## src/rtl/plat_collision_scanner_if.sv

```systemverilog
// Bus between the platform generator / jump logic and plat_collision_scanner.
// Carries the platform table, the Doodle geometry and the published scan results.
interface plat_collision_scanner_if #(
  parameter int NUM_PLAT = 16,
  parameter int XW       = 10,
  parameter int YW       = 10
);
  localparam int IDX_W = $clog2(NUM_PLAT);

  logic [NUM_PLAT*XW-1:0] plat_x;
  logic [NUM_PLAT*YW-1:0] plat_y;
  logic [NUM_PLAT-1:0]    plat_valid;
  logic [XW-1:0]          plat_size_x;
  logic [YW-1:0]          plat_size_y;
  logic [XW-1:0]          doodle_x;
  logic [YW-1:0]          doodle_y;
  logic [XW-1:0]          doodle_s;
  logic [YW-1:0]          doodle_y_motion;

  logic                   collision;
  logic [IDX_W-1:0]       collision_idx;
  logic [YW-1:0]          collision_y;
  logic [NUM_PLAT-1:0]    collision_vec;
  logic                   busy;
  logic                   scan_done;

  modport master (
    output plat_x, plat_y, plat_valid, plat_size_x, plat_size_y,
    output doodle_x, doodle_y, doodle_s, doodle_y_motion,
    input  collision, collision_idx, collision_y, collision_vec, busy, scan_done
  );

  modport slave (
    input  plat_x, plat_y, plat_valid, plat_size_x, plat_size_y,
    input  doodle_x, doodle_y, doodle_s, doodle_y_motion,
    output collision, collision_idx, collision_y, collision_vec, busy, scan_done
  );
endinterface

```

## src/rtl/plat_collision_scanner.sv

```systemverilog
// Frame-triggered platform collision scanner: one platform slot per clock.
// Optional macro PLAT_SCAN_NEAREST_EN picks the nearest hit instead of the lowest index.
module plat_collision_scanner #(
  parameter int NUM_PLAT = 16,
  parameter int XW       = 10,
  parameter int YW       = 10
) (
  input  logic Clk,
  input  logic Reset_n,
  input  logic frame_clk,
  plat_collision_scanner_if.slave bus
);
  localparam int IDX_W = $clog2(NUM_PLAT);
  localparam int XE    = XW + 2;
  localparam int YE    = YW + 2;

  typedef enum logic [1:0] {IDLE, SCAN, DONE} state_t;

  state_t           state;
  logic             fs_meta, fs_sync, fs_prev;
  logic             start;

  logic [XW-1:0]    snap_x;
  logic [YW-1:0]    snap_y;
  logic [XW-1:0]    snap_s;
  logic [YW-1:0]    snap_m;

  logic [IDX_W-1:0] index;
  logic [NUM_PLAT-1:0] hit_vec;
  logic             found;
  logic [IDX_W-1:0] win_idx;
  logic [YW-1:0]    win_y;
`ifdef PLAT_SCAN_NEAREST_EN
  logic [YW-1:0]    best_dist;
  logic [YW-1:0]    dist;
`endif

  logic [XW-1:0]    slot_x [NUM_PLAT];
  logic [YW-1:0]    slot_y [NUM_PLAT];
  logic [XW-1:0]    cur_x;
  logic [YW-1:0]    cur_y;
  logic [YE-1:0]    foot, py_lo, py_hi;
  logic [XE-1:0]    x_right, x_left, px_lo, px_hi;
  logic             falling, hit, take, last;
  logic [NUM_PLAT-1:0] vec_next;
  logic             found_next;
  logic [IDX_W-1:0] idx_next;
  logic [YW-1:0]    y_next;

  for (genvar g = 0; g < NUM_PLAT; g++) begin : g_slot
    assign slot_x[g] = bus.plat_x[g*XW +: XW];
    assign slot_y[g] = bus.plat_y[g*YW +: YW];
  end

  // frame_clk is asynchronous: two flops, then an edge register for the rise
  always_ff @(posedge Clk or negedge Reset_n) begin
    if (!Reset_n) begin
      fs_meta <= 1'b0;
      fs_sync <= 1'b0;
      fs_prev <= 1'b0;
    end else begin
      fs_meta <= frame_clk;
      fs_sync <= fs_meta;
      fs_prev <= fs_sync;
    end
  end

  assign start = fs_sync & ~fs_prev;

  // Widened compares with additions only, so no term can wrap around
  always_comb begin
    cur_x   = slot_x[index];
    cur_y   = slot_y[index];
    foot    = YE'(snap_y) + YE'(snap_s);
    py_lo   = YE'(cur_y);
    py_hi   = YE'(cur_y) + YE'(bus.plat_size_y);
    x_left  = XE'(snap_x);
    x_right = XE'(snap_x) + XE'(snap_s);
    px_lo   = XE'(cur_x);
    px_hi   = XE'(cur_x) + XE'(bus.plat_size_x) + XE'(snap_s);
    falling = ~snap_m[YW-1] & (|snap_m);
    hit     = bus.plat_valid[index] & falling &
              (py_lo <= foot) & (foot < py_hi) &
              (x_right >= px_lo) & (x_left < px_hi);
    vec_next = hit_vec | (hit ? (NUM_PLAT'(1) << index) : '0);
`ifdef PLAT_SCAN_NEAREST_EN
    dist = YW'(foot - py_lo);
    take = hit & (~found | (dist < best_dist));
`else
    take = hit & ~found;
`endif
    found_next = found | hit;
    idx_next   = take ? index : win_idx;
    y_next     = take ? cur_y : win_y;
    last       = (index == IDX_W'(NUM_PLAT - 1));
  end

  always_ff @(posedge Clk or negedge Reset_n) begin
    if (!Reset_n) begin
      state             <= IDLE;
      snap_x            <= '0;
      snap_y            <= '0;
      snap_s            <= '0;
      snap_m            <= '0;
      index             <= '0;
      hit_vec           <= '0;
      found             <= 1'b0;
      win_idx           <= '0;
      win_y             <= '0;
`ifdef PLAT_SCAN_NEAREST_EN
      best_dist         <= '0;
`endif
      bus.collision     <= 1'b0;
      bus.collision_idx <= '0;
      bus.collision_y   <= '0;
      bus.collision_vec <= '0;
      bus.busy          <= 1'b0;
      bus.scan_done     <= 1'b0;
    end else begin
      case (state)
        IDLE: begin
          bus.scan_done <= 1'b0;
          if (start) begin
            state    <= SCAN;
            bus.busy <= 1'b1;
            snap_x   <= bus.doodle_x;
            snap_y   <= bus.doodle_y;
            snap_s   <= bus.doodle_s;
            snap_m   <= bus.doodle_y_motion;
            index    <= '0;
            hit_vec  <= '0;
            found    <= 1'b0;
            win_idx  <= '0;
            win_y    <= '0;
`ifdef PLAT_SCAN_NEAREST_EN
            best_dist <= '0;
`endif
          end
        end
        SCAN: begin
          hit_vec <= vec_next;
          found   <= found_next;
          win_idx <= idx_next;
          win_y   <= y_next;
`ifdef PLAT_SCAN_NEAREST_EN
          if (take) best_dist <= dist;
`endif
          if (last) begin
            state             <= DONE;
            bus.collision     <= found_next;
            bus.collision_idx <= idx_next;
            bus.collision_y   <= y_next;
            bus.collision_vec <= vec_next;
            bus.scan_done     <= 1'b1;
          end else begin
            index <= index + IDX_W'(1);
          end
        end
        DONE: begin
          state         <= IDLE;
          bus.busy      <= 1'b0;
          bus.scan_done <= 1'b0;
        end
        default: begin
          state         <= IDLE;
          bus.busy      <= 1'b0;
          bus.scan_done <= 1'b0;
        end
      endcase
    end
  end
endmodule

```

## src/flat_wrapper.sv

```systemverilog
// flat-port wrapper written by rule: the top's interface ports become plain ports
module plat_collision_scanner_flat 
#(
  parameter int NUM_PLAT = 16,
  parameter int XW       = 10,
  parameter int YW       = 10
)
  (Clk, Reset_n, frame_clk, bus_plat_x, bus_plat_y, bus_plat_valid, bus_plat_size_x, bus_plat_size_y, bus_doodle_x, bus_doodle_y, bus_doodle_s, bus_doodle_y_motion, bus_collision, bus_collision_idx, bus_collision_y, bus_collision_vec, bus_busy, bus_scan_done);
  plat_collision_scanner_if #(.NUM_PLAT(NUM_PLAT), .XW(XW), .YW(YW)) bus_i ();
  input  logic Clk;
  input  logic Reset_n;
  input  logic frame_clk;
  input wire logic [$bits(bus_i.plat_x)-1:0] bus_plat_x;
  input wire logic [$bits(bus_i.plat_y)-1:0] bus_plat_y;
  input wire logic [$bits(bus_i.plat_valid)-1:0] bus_plat_valid;
  input wire logic [$bits(bus_i.plat_size_x)-1:0] bus_plat_size_x;
  input wire logic [$bits(bus_i.plat_size_y)-1:0] bus_plat_size_y;
  input wire logic [$bits(bus_i.doodle_x)-1:0] bus_doodle_x;
  input wire logic [$bits(bus_i.doodle_y)-1:0] bus_doodle_y;
  input wire logic [$bits(bus_i.doodle_s)-1:0] bus_doodle_s;
  input wire logic [$bits(bus_i.doodle_y_motion)-1:0] bus_doodle_y_motion;
  output wire logic [$bits(bus_i.collision)-1:0] bus_collision;
  output wire logic [$bits(bus_i.collision_idx)-1:0] bus_collision_idx;
  output wire logic [$bits(bus_i.collision_y)-1:0] bus_collision_y;
  output wire logic [$bits(bus_i.collision_vec)-1:0] bus_collision_vec;
  output wire logic [$bits(bus_i.busy)-1:0] bus_busy;
  output wire logic [$bits(bus_i.scan_done)-1:0] bus_scan_done;
  assign bus_i.plat_x = bus_plat_x;
  assign bus_i.plat_y = bus_plat_y;
  assign bus_i.plat_valid = bus_plat_valid;
  assign bus_i.plat_size_x = bus_plat_size_x;
  assign bus_i.plat_size_y = bus_plat_size_y;
  assign bus_i.doodle_x = bus_doodle_x;
  assign bus_i.doodle_y = bus_doodle_y;
  assign bus_i.doodle_s = bus_doodle_s;
  assign bus_i.doodle_y_motion = bus_doodle_y_motion;
  assign bus_collision = bus_i.collision;
  assign bus_collision_idx = bus_i.collision_idx;
  assign bus_collision_y = bus_i.collision_y;
  assign bus_collision_vec = bus_i.collision_vec;
  assign bus_busy = bus_i.busy;
  assign bus_scan_done = bus_i.scan_done;
  plat_collision_scanner #(.NUM_PLAT(NUM_PLAT), .XW(XW), .YW(YW)) u_core (.Clk(Clk), .Reset_n(Reset_n), .frame_clk(frame_clk), .bus(bus_i));
endmodule
```

## config.mk

```make
export PLATFORM = sky130hd
export DESIGN_NAME = plat_collision_scanner_flat
export DESIGN_NICKNAME = d
export VERILOG_FILES = /design/src/rtl/plat_collision_scanner_if.sv /design/src/rtl/plat_collision_scanner.sv /design/src/flat_wrapper.sv
export SDC_FILE = /design/constraint.sdc
export NUM_CORES = 1
export LEC_CHECK = 0
export BUFFER_PORTS_ARGS = -buffer_cell sky130_fd_sc_hd__clkbuf_2
export CAP_MARGIN = 30
export CORE_AREA = 2 2 170 172
export CTS_BUF_LIST = sky130_fd_sc_hd__clkbuf_2 sky130_fd_sc_hd__clkbuf_4 sky130_fd_sc_hd__clkbuf_8
export CTS_CLUSTER_SIZE = 25
export DETAILED_ROUTE_END_ITERATION = 12
export DIE_AREA = 0 0 172 174
export MAX_ROUTING_LAYER = met4
export PLACE_DENSITY = 0.68
export SLEW_MARGIN = 25
export SYNTH_ARGS = -nofsm -noshare
export SYNTH_HDL_FRONTEND = slang
export SYNTH_SLANG_ARGS = --single-unit
```

## constraint.sdc

```tcl
create_clock -name Clk -period 9.47 [get_ports Clk]
set_input_delay 0.947 -clock Clk [delete_from_list [all_inputs] [get_ports Clk]]
set_output_delay 0.947 -clock Clk [all_outputs]
set_load 0.01 [all_outputs]
```

==> reports/results.tsv <==
stage	metric	value	unit
worst_hold_path	hold_depth	0	
floorplan	io_pins	432	
grt	grt_max_degree	62	
place	place.gp.congestion	0.964	
worst_setup_path	cp_max_fo	47	
cts	path_clk_slew	70	ps
sta	fmax	139	MHz
grt	antenna_found_initial	24	
sta	worst_pin_slew	838	ps
cells_and_area	final_nets	1912	
yosys	avgSynthCellArea	9.88	µm²
yosys	synth_top_area_share	28.5	%
power_and_ir_drop	power.density	466	nW/µm²
route	antenna_left	0	
grt	grt_pass1_wl	60.8	mm
worst_setup_path	start_kind	flip-flop	
worst_setup_path	r2r_end	u_core.hit_vec[10]	
yosys	syn_nets	1505	
worst_setup_path	end_kind	flip-flop	
cts	ctsHtreeMaxLevel	4	
cells_and_area	syn_to_final_growth	30.2	%
yosys	synth_area	9920	µm²
sta	whs	382	ps
floorplan	die_w	172	µm
sta	tns	0	ps
cts	post_cts_buffers	0	
route	num_vias	9785	
yosys	synth_area_leaders	dfrtp_1 29%, mux4_2 22%, ha_1 12%, nand2_1 8.0%, a21oi_1 2.7%	
grt	grt_overflow	0	
power_and_ir_drop	leakagePower	6.64	nW
cts	root_buffer	clkbuf_8	
sta	maxSlewHeadroom	44.1	%
sta	final-setup-viol-count	0	
yosys	synth_edf_count	0	
power_and_ir_drop	irDropWorstVdd	0.000265	V
route	drc	0	
cts	clk_latency	440	ps
place	port_buffers	431	
route	dr.pass1.iters	5	
route	drt_wl_total	41.4	mm
sta	final_hold_viol_count	0	
worst_hold_path	worstHoldStart	u_core.fs_meta	
cells_and_area	drive_above_1_share	40.7	%
sta	period_needed	7180	ps
cts	cts_max_path_buffers	2	
route	viasPerCell	5.36	
yosys	async_reset_ff_share	100	%
floorplan	die_h	174	µm
place	dp_hpwl	35.0	mm
yosys	ys_warn_count	0	
run	maxCapViolCount	0	
floorplan	core-area	28200	µm²
grt	grt_usage	28.6	%
cts	cts_resized	0	
yosys	yosysUniqueCellTypes	58	
grt	grt_pass1_vias	9898	
yosys	synth-seq-area-share	28.5	%
yosys	ys_ff_latch	113	
yosys	ys.flop_type	dfrtp_1	
cts	cts_sinks	113	
route	routedWlPerCell	22.7	µm
worst_setup_path	arrival	7540	ps
floorplan	start_util	35.1	%
yosys	synth_top_cell_by_area	dfrtp_1	
worst_setup_path	rr_worst_depth	22	
cts	ctsHoldBuffers	0	
sta	fin_crit_sh	75.8	%
worst_hold_path	hold_class	reg -> reg	
cells_and_area	num-fill-cells	2839	
status	run_status	completed	
cts	tritoncts	yes	
worst_setup_path	reg2reg_setup_slack	2290	ps
yosys	synthCells	1004	
worst_setup_path	required	9840	ps
sta	rsz0062_at_grt	no	
cts	cts_buffers	17	
route	drtIter0Drc	897	
sta	worst_clock_skew	19.1	ps
sta	slew_viol_final	0	
worst_hold_path	hold_end	u_core.fs_sync	
floorplan	dieArea	29900	µm²
worst_setup_path	path_class	reg -> reg	
worst_setup_path	r2r_start	u_core.index[0]	
floorplan	num_rows	62	
metal layers:
metal | track usage [%] | vias to the layer above | part of all wire, %
li1 | - | 4521 | -
met1 | 40.7 | 4804 | 44
met2 | 42.3 | 434 | 45
met3 | 6.74 | 26 | 10
met4 | 4.66 | 0 | 1.0
met5 | - | - | 0
per-stage QoR:
| stage | cells | total power [W] | utilization, % | setup WS, ps | cell area (µm²) |
|---|---|---|---|---|---|
| after floorplan | 1004 | 0.00427 | - | 3050 | 9920 |
| after global routing | 1818 | 0.00661 | 45.7 | 1870 | 12900 |
| final | 1825 | 0.00602 | 45.7 | 2290 | 12900 |
| after CTS | 1807 | 0.00599 | 45.6 | 2390 | 12900 |
| after detailed placement | 1776 | 0.00544 | 44.0 | 2430 | 12400 |
| after global placement | 1776 | 0.00533 | 44.0 | 2630 | 12400 |
where the power goes:
group / internal (W) / switching, W / leakage [nW] / total, W
Sequential: 0.000685 / 0.000244 / 1.40 / 0.000929
Clock: 0.000304 / 0.000199 / 0.219 / 0.000503
Combinational: 0.00201 / 0.00258 / 5.02 / 0.00459
Total: 0.00300 / 0.00302 / 6.64 / 0.00602
cells by family (layout without fill, tap and decap cells):
family                     Yosys count  after routing  share of synthesized area, %
muxes                              109            109                          23.0
DFF                                113            113                          28.5
and+or+nand+nor                    340            340                          14.2
xor gates and xnor gates            39             39                          3.44
adders and majority gates          102            102                          13.2
buffers and inverters              103            522                          4.29
other                                0             18                             0
AOI/OAI and AO/OA                  198            198                          13.4
state kept, by name, indices dropped and copies added, names as in the netlist, 2 cells and up:
name and flops:
u_core.bus.collision_vec 16, u_core.hit_vec 16, u_core.bus.collision_y 10, u_core.snap_m 10, u_core.snap_s 10, u_core.snap_x 10, u_core.snap_y 10, u_core.win_y 10
u_core.bus.collision_idx 4, u_core.index 4, u_core.win_idx 4, u_core.state 2
Yosys cell counts, types with 6 or more instances:
master,number
nand2_1,212
dfrtp_1,113
ha_1,97
mux4_2,95
nor2_1,70
a21oi_1,53
inv_1,46
clkbuf_1,36
o21ai_0,33
xnor2_1,22
nand3_1,17
xor2_1,17
a21o_1,16
a32o_1,14
mux2i_1,14
o21ai_1,13
buf_2,10
o31a_1,10
o21a_1,9
a211oi_1,8
nand2b_1,8
o21bai_1,8
nand4_1,7
nor3_1,6
o211ai_1,6
area by class of cell:
type                            instances  area, µm²  area share, %
Multi-Input combinational cell        788       6670           51.7
Sequential cell                       113       2840           22.0
Timing Repair Buffer                  443       2260           17.5
Tap cell                              384        480           3.72
Clock buffer                           21        277           2.14
Inverter                               48        180           1.40
Clock inverter                         10        159           1.23
Antenna cell                           18       45.0          0.349
critical path: stages, from the launching register on:
cell and delay [ps]:
dfrtp_4 790, buf_12 400, mux4_2 540, mux4_2 560, ha_1 320, a21o_1 180, a21oi_1 230, o21bai_1 100
a21oi_1 230, o21ai_0 170, xor2_1 170, ha_1 340, and2_1 170, a221oi_1 270, o31a_1 210, xor2_1 170
ha_1 270, a211o_1 290, a211oi_1 240, o21ai_0 210, o211ai_2 250, and3_1 650, a32o_1 270
worst max-delay path by stage:
| stage | slack [ps] | endpoint | depth (start not counted) | from |
|---|---|---|---|---|
| after floorplan | 3050 | u_core.hit_vec[10] | 27 | u_core.index[0] |
| after global placement | 2630 | u_core.hit_vec[2] | 22 | u_core.index[0] |
| after detailed placement | 2430 | u_core.hit_vec[5] | 22 | u_core.index[0] |
| after CTS | 2390 | u_core.hit_vec[5] | 22 | u_core.index[0] |
| after global routing | 1870 | u_core.hit_vec[5] | 22 | u_core.index[0] |
| final | 2290 | u_core.hit_vec[10] | 22 | u_core.index[0] |
placed cells by master (no fill, tap or decap), types with 8 or more instances in the layout:
master,Yosys,final
clkbuf_8,0,19
o21ai_0,33,33
nand2b_1,8,8
o21ai_1,13,13
xnor2_1,22,22
o31a_1,10,10
o21a_1,9,9
nand2_1,212,212
inv_1,46,46
a21o_1,16,16
clkbuf_2,0,430
xor2_1,17,17
a211oi_1,8,8
dfrtp_1,113,111
nand3_1,17,17
a32o_1,14,14
buf_4,3,12
a21oi_1,53,53
o21bai_1,8,8
ha_1,97,97
nor2_1,70,70
mux4_2,95,95
diode_2,0,18
mux2i_1,14,14
No activity file was read; power rests on OpenSTA's default activity.
